**config.mk**
```make
export PLATFORM = sky130hd
export DESIGN_NAME = ps2_voice_allocator
export DESIGN_NICKNAME = d
export VERILOG_FILES = /design/src/rtl/ps2_voice_pkg.sv /design/src/rtl/ps2_note_decode.sv /design/src/rtl/ps2_voice_allocator.sv
export SDC_FILE = /design/constraint.sdc
export NUM_CORES = 1
export LEC_CHECK = 0
export CORE_MARGIN = 2
export CORE_UTILIZATION = 37
export CTS_CLUSTER_DIAMETER = 50
export DETAILED_ROUTE_END_ITERATION = 12
export HOLD_SLACK_MARGIN = 0.08
export PLACE_DENSITY = 0.68
export SLEW_MARGIN = 20
export SYNTH_ARGS = -nofsm -noshare
export SYNTH_HDL_FRONTEND = slang
export SYNTH_HIERARCHICAL = 1
export SYNTH_SLANG_ARGS = --single-unit
```
**constraint.sdc**
```tcl
create_clock -name clk -period 3.5 [get_ports clk]
set_input_delay 0.525 -clock clk [delete_from_list [all_inputs] [get_ports clk]]
set_output_delay 0.525 -clock clk [all_outputs]
set_load 0.02 [all_outputs]
```
**src/rtl/ps2_voice_pkg.sv**
```systemverilog
// Shared constants for the PS/2 voice allocator: scancodes, note geometry and
// the scancode-prefix FSM state type.
package ps2_voice_pkg;

    localparam int NUM_NOTES = 18;
    localparam int NOTE_W    = 5;

    localparam logic [7:0] SC_BREAK = 8'hF0;
    localparam logic [7:0] SC_EXT   = 8'hE0;

    // Note keys in ascending pitch order: A W S E D F T G Y H U J K O L P ; '
    localparam logic [7:0] SC_NOTE_0  = 8'h1C;
    localparam logic [7:0] SC_NOTE_1  = 8'h1D;
    localparam logic [7:0] SC_NOTE_2  = 8'h1B;
    localparam logic [7:0] SC_NOTE_3  = 8'h24;
    localparam logic [7:0] SC_NOTE_4  = 8'h23;
    localparam logic [7:0] SC_NOTE_5  = 8'h2B;
    localparam logic [7:0] SC_NOTE_6  = 8'h2C;
    localparam logic [7:0] SC_NOTE_7  = 8'h34;
    localparam logic [7:0] SC_NOTE_8  = 8'h35;
    localparam logic [7:0] SC_NOTE_9  = 8'h33;
    localparam logic [7:0] SC_NOTE_10 = 8'h3C;
    localparam logic [7:0] SC_NOTE_11 = 8'h3B;
    localparam logic [7:0] SC_NOTE_12 = 8'h42;
    localparam logic [7:0] SC_NOTE_13 = 8'h44;
    localparam logic [7:0] SC_NOTE_14 = 8'h4B;
    localparam logic [7:0] SC_NOTE_15 = 8'h4D;
    localparam logic [7:0] SC_NOTE_16 = 8'h4C;
    localparam logic [7:0] SC_NOTE_17 = 8'h52;

    typedef enum logic [1:0] {
        ST_IDLE,
        ST_BRK,
        ST_EXT,
        ST_EXT_BRK
    } ps2_state_t;

endpackage

```
**src/rtl/ps2_note_decode.sv**
```systemverilog
// Maps a PS/2 scancode byte to a note index; non-note bytes report is_note=0.
module ps2_note_decode
    import ps2_voice_pkg::*;
(
    input  logic [7:0]        code,
    output logic              is_note,
    output logic [NOTE_W-1:0] note_idx
);

    always_comb begin
        is_note  = 1'b1;
        note_idx = '0;
        case (code)
            SC_NOTE_0:  note_idx = 5'd0;
            SC_NOTE_1:  note_idx = 5'd1;
            SC_NOTE_2:  note_idx = 5'd2;
            SC_NOTE_3:  note_idx = 5'd3;
            SC_NOTE_4:  note_idx = 5'd4;
            SC_NOTE_5:  note_idx = 5'd5;
            SC_NOTE_6:  note_idx = 5'd6;
            SC_NOTE_7:  note_idx = 5'd7;
            SC_NOTE_8:  note_idx = 5'd8;
            SC_NOTE_9:  note_idx = 5'd9;
            SC_NOTE_10: note_idx = 5'd10;
            SC_NOTE_11: note_idx = 5'd11;
            SC_NOTE_12: note_idx = 5'd12;
            SC_NOTE_13: note_idx = 5'd13;
            SC_NOTE_14: note_idx = 5'd14;
            SC_NOTE_15: note_idx = 5'd15;
            SC_NOTE_16: note_idx = 5'd16;
            SC_NOTE_17: note_idx = 5'd17;
            default:    is_note  = 1'b0;
        endcase
    end

endmodule

```
**src/rtl/ps2_voice_allocator.sv**
```systemverilog
// Turns the PS/2 scancode stream into held-key state and a polyphonic voice
// pool, stealing voices round-robin once every voice is busy.
module ps2_voice_allocator
    import ps2_voice_pkg::*;
#(
    parameter int NUM_VOICES = 4,
    parameter int VIDX_W     = 3
) (
    input  logic                         clk,
    input  logic                         resetn,
    input  logic [7:0]                   rx_data,
    input  logic                         rx_valid,
    input  logic                         all_off,
    output logic [NUM_NOTES-1:0]         key_held,
    output logic [NUM_VOICES-1:0]        voice_active,
    output logic [NOTE_W*NUM_VOICES-1:0] voice_note,
    output logic                         note_on,
    output logic                         note_off,
    output logic [VIDX_W-1:0]            event_voice,
    output logic [7:0]                   last_code
);

    ps2_state_t          state;
    logic [VIDX_W-1:0]   steal_ptr;

    logic                is_note;
    logic [NOTE_W-1:0]   note_idx;

    logic                free_found;
    logic [VIDX_W-1:0]   free_idx;
    logic [NUM_VOICES-1:0] free_sel;
    logic                match_found;
    logic [VIDX_W-1:0]   match_idx;
    logic [NUM_VOICES-1:0] match_sel;
    logic [NUM_VOICES-1:0] steal_sel;
    logic [NUM_VOICES-1:0] alloc_sel;
    logic [VIDX_W-1:0]   alloc_idx;
    logic                accept;
    logic                do_make;
    logic                do_break;

    ps2_note_decode u_decode (
        .code     (rx_data),
        .is_note  (is_note),
        .note_idx (note_idx)
    );

    // Lowest free voice, lowest active voice sounding this note, and the steal victim.
    always_comb begin
        free_found  = 1'b0;
        free_idx    = '0;
        free_sel    = '0;
        match_found = 1'b0;
        match_idx   = '0;
        match_sel   = '0;
        steal_sel   = '0;
        for (int v = 0; v < NUM_VOICES; v++) begin
            if (!free_found && !voice_active[v]) begin
                free_found  = 1'b1;
                free_idx    = VIDX_W'(v);
                free_sel[v] = 1'b1;
            end
            if (!match_found && voice_active[v] &&
                (voice_note[v*NOTE_W +: NOTE_W] == note_idx)) begin
                match_found  = 1'b1;
                match_idx    = VIDX_W'(v);
                match_sel[v] = 1'b1;
            end
            steal_sel[v] = (VIDX_W'(v) == steal_ptr);
        end
    end

    assign alloc_sel = free_found ? free_sel : steal_sel;
    assign alloc_idx = free_found ? free_idx : steal_ptr;

    // A held key's repeat make and a release of an unheld key both do nothing.
    assign accept   = rx_valid && !all_off;
    assign do_make  = accept && is_note && (state == ST_IDLE) && !key_held[note_idx];
    assign do_break = accept && is_note && (state == ST_BRK)  &&  key_held[note_idx];

    always_ff @(posedge clk or negedge resetn) begin
        if (!resetn) begin
            state        <= ST_IDLE;
            steal_ptr    <= '0;
            key_held     <= '0;
            voice_active <= '0;
            voice_note   <= '0;
            note_on      <= 1'b0;
            note_off     <= 1'b0;
            event_voice  <= '0;
            last_code    <= '0;
        end else begin
            note_on  <= 1'b0;
            note_off <= 1'b0;

            if (rx_valid) begin
                last_code <= rx_data;
            end

            if (all_off) begin
                state        <= ST_IDLE;
                steal_ptr    <= '0;
                key_held     <= '0;
                voice_active <= '0;
                voice_note   <= '0;
            end else if (rx_valid) begin
                case (state)
                    ST_IDLE: begin
                        if (rx_data == SC_BREAK)    state <= ST_BRK;
                        else if (rx_data == SC_EXT) state <= ST_EXT;
                    end
                    ST_BRK: begin
                        if (is_note)                state <= ST_IDLE;
                        else if (rx_data == SC_EXT) state <= ST_EXT;
                        else if (rx_data != SC_BREAK) state <= ST_IDLE;
                    end
                    ST_EXT: begin
                        state <= (rx_data == SC_BREAK) ? ST_EXT_BRK : ST_IDLE;
                    end
                    default: state <= ST_IDLE;
                endcase
            end

            if (do_make) begin
                key_held[note_idx] <= 1'b1;
                note_on            <= 1'b1;
                event_voice        <= alloc_idx;
                for (int v = 0; v < NUM_VOICES; v++) begin
                    if (alloc_sel[v]) begin
                        voice_active[v]                 <= 1'b1;
                        voice_note[v*NOTE_W +: NOTE_W]  <= note_idx;
                    end
                end
                if (!free_found) begin
                    steal_ptr <= (steal_ptr == VIDX_W'(NUM_VOICES - 1)) ?
                                 '0 : steal_ptr + VIDX_W'(1);
                end
            end

            // A stolen note has no voice left to release, so it pulses nothing.
            if (do_break) begin
                key_held[note_idx] <= 1'b0;
                if (match_found) begin
                    note_off    <= 1'b1;
                    event_voice <= match_idx;
                    for (int v = 0; v < NUM_VOICES; v++) begin
                        if (match_sel[v]) voice_active[v] <= 1'b0;
                    end
                end
            end
        end
    end

endmodule
```
==> results_dict.tcl <==
set metrics [dict create \
    status "finished clean" \
    layout-drive-gt1-share 0.302 \
    synth_top_family_by_area "simple AND/OR/NAND/NOR gates" \
    hold_buffers 0 \
    initial_core_util 0.379 \
    cp-end-kind "register" \
    post-route-min-period_ns 3.43 \
    dieArea_mm2 0.0120 \
    cts_buffers 9 \
    grt_pass1_wl_um 18900 \
    die_x_um 109 \
    place_congestion 0.865 \
    worst_slack_ns 0.0679 \
    fin_nets 527 \
    synth-seq-cells 60 \
    track_usage 0.201 \
    row_count 38 \
    worstReg2RegEnd "voice_note[14]$_DFF_PN0_" \
    synth_edf_count 0 \
    r2r_start "state[1]$_DFFE_PN0P_" \
    rr_worst_depth 5 \
    insertion_delay_ns 0.34 \
    crit_path_start_kind "input port" \
    dp_hpwl_um 8190 \
    worst-path-buf-inv 2 \
    hold_violations 0 \
    critical_path_arrival_ns 3.65 \
    syn-mean-instance-area_um2 10.4 \
    clockBufferDepth 2 \
    crit_fanout 11 \
    netlist_instances 395 \
    synth-adder-area-share 0.0122 \
    fmax_ghz 0.291 \
    clk_pin_slew_ns 0.07 \
    power.density_mw_per_mm2 283 \
    max-slew-margin-rel 0.598 \
    cp_top_family "compound AO/OA/AOI/OAI gates" \
    ir_drop_mv 0.193 \
    antenna_found_initial 0 \
    routed_wl_um 11500 \
    regToRegSetupSlack_ns 1.23 \
    crit_chain "clkdlybuf4s50_1 > or4b_4 > a221o_1 > o21ai_2 > or3b_4 > o22a_1 > buf_4 > o211ai_4 > o21ai_2 > o32a_1" \
    mostFrequentLayoutCells "buf_4 (65), dfrtp_1 (60), clkdlybuf4s50_1 (59)" \
    cts_sinks 60 \
    setup_violations 0 \
    grt.overflow.total 0 \
    netlist_area_mm2 0.00411 \
    hold_path_class "in -> async" \
    dp_worst_setup_slack_ns -0.539 \
    worstSetupPathType "in -> reg" \
    grt_max_degree 48 \
    cpMaxStageDelayCell "or4b_4" \
    required_ns 3.72 \
    critPathMaxStageDelay_ns 0.51 \
    clock_skew_ns 0.00944 \
    die_h_um 109 \
    dominantRegCellSynth "dfrtp_1" \
    cts_tree "built" \
    coreArea_mm2 0.0108 \
    tightest_slew_ns 0.602 \
    path_common_cell "o21ai_2" \
    rsz0062_at_grt "yes" \
    ant_nets 0 \
    finalCritPeriodShare 0.981 \
    drc 0 \
    mostFrequentLayoutCell "buf_4" \
    maxSlewViolCount 0 \
    root_buffer "clkbuf_8" \
    ys_seq_area_frac 0.366 \
    synth-xor-area-share 0.0448 \
    ys_warn_count 6 \
    io_buffers 66 \
    io_pins 67 \
    final_cell_count_no_fill 654 \
    areaGrowthSynthToFinish_pct 35.8 \
    wl_per_cell_um 17.5 \
    viasPerCell 5.53 \
    synth_nets 411 \
    crit_start "rx_data[0]" \
    dr.pass1.iters 4 \
    grt_pass1_vias 3771 \
    synthMuxAreaShare 0.107 \
    drtIter0Drc 135 \
    final_area_mm2 0.00557 \
    synth_compound_area_frac 0.161 \
    placed_cells 633 \
    vias 3618 \
    maxCapViolations 0 \
    place_area_mm2 0.00524 \
    synth_cell_types 76 \
    yosys.area_share.simple 0.256 \
    leakage_nw 2.36 \
    async_reset_ff_frac 1.00 \
    antennaDiodeCount 0 \
    h-tree-depth 3 \
]
==> worst register-to-register path: stages (launching register included) <==
cell       delay, ns
dfrtp_1         0.40
or3b_4          0.43
nor3b_4         0.26
o2111ai_4       0.21
a2111o_4        0.54
mux2_4          0.32
==> registers in the layout, indices dropped and copies added, names as in the netlist <==
| signal | cells |
|---|---|
| voice_note | 20 |
| key_held | 18 |
| last_code | 8 |
| voice_active | 4 |
| event_voice | 3 |
| steal_ptr | 3 |
| state | 2 |
| note_off | 1 |
| note_on | 1 |
==> cell usage after synthesis (6+ instances only) <==
| master | n | share of area |
|---|---|---|
| a21oi_1 | 7 | 0.0085 |
| nand3_1 | 6 | 0.0073 |
| clkbuf_1 | 13 | 0.012 |
| xor2_1 | 16 | 0.034 |
| nor4_1 | 25 | 0.038 |
| o32a_1 | 19 | 0.046 |
| nor2b_1 | 41 | 0.062 |
| buf_2 | 6 | 0.0073 |
| inv_1 | 6 | 0.0055 |
| nand2_1 | 16 | 0.015 |
| nand4_1 | 9 | 0.014 |
| mux2i_1 | 7 | 0.017 |
| o21ai_0 | 7 | 0.0085 |
| mux2_2 | 23 | 0.063 |
| dfrtp_1 | 60 | 0.37 |
| nand2b_1 | 10 | 0.015 |
| buf_6 | 8 | 0.022 |
| nor2_1 | 13 | 0.012 |
==> kinds of logic (layout without fill, tap and decap cells) <==
logic type,after synthesis,after routing
simple gates,161,161
compound gates,73,75
flops,60,60
buf+inv,39,156
mux,37,37
xor+xnor,21,21
fa+ha+maj,4,4
==> worst max-delay path by stage <==
stage | to | cells past startpoint | slack (ns)
5_1_grt | key_held[17]$_DFF_PN0_ | 10 | -0.02
3_3_place_gp | key_held[6]$_DFF_PN0_ | 12 | -0.50
4_1_cts | key_held[6]$_DFF_PN0_ | 14 | 0.004
3_5_place_dp | key_held[13]$_DFF_PN0_ | 11 | -0.54
2_1_floorplan | voice_note[11]$_DFF_PN0_ | 12 | 0.08
6_report | key_held[16]$_DFF_PN0_ | 10 | 0.07
==> metal layers <==
metal	track usage	routed length [um]
met3	0.0379	556
met1	0.280	5390
met2	0.314	5280
met5	0	0
met4	0.0651	220
==> cell type report <==
class	instances	area [um2]
clock buffers	12	155
clock inverters	2	35.0
fillers	972	5270
inverters	6	22.5
multi-input cells	298	2490
flip-flops and latches	60	1500
well taps	140	175
repair buffers	136	1190
==> per-stage QoR <==
| stage | utilization | power (mW) | TNS (ns) | hold WS (ns) |
|---|---|---|---|---|
| 2_1_floorplan | - | 0.842 | 0 | 0.229 |
| 3_3_place_gp | 0.483 | 0.949 | -22.28 | 0.494 |
| 3_5_place_dp | 0.483 | 0.954 | -24.37 | 0.495 |
| 4_1_cts | 0.507 | 1.58 | 0 | 0.379 |
| 5_1_grt | 0.514 | 1.64 | -0.0778 | 0.213 |
| 6_report | 0.514 | 1.58 | 0 | 0.186 |
==> report_power, final <==
group / switching, mW / leakage [nW] / internal [mW]
clock network: 0.265 / 0.0983 / 0.359
logic: 0.137 / 1.44 / 0.103
registers: 0.00635 / 0.820 / 0.704
total: 0.408 / 2.36 / 1.17
==> what timing repair did <==
| action | 4_1_cts | 5_1_grt |
|---|---|---|
| resized for setup | 16 | 20 |
| setup endpoints to repair | 47 | 44 |
| setup buffers | 3 | 2 |
| cloned | 2 | 0 |
| pin swaps | 6 | 10 |
No activity file was read; power rests on OpenSTA's default activity.
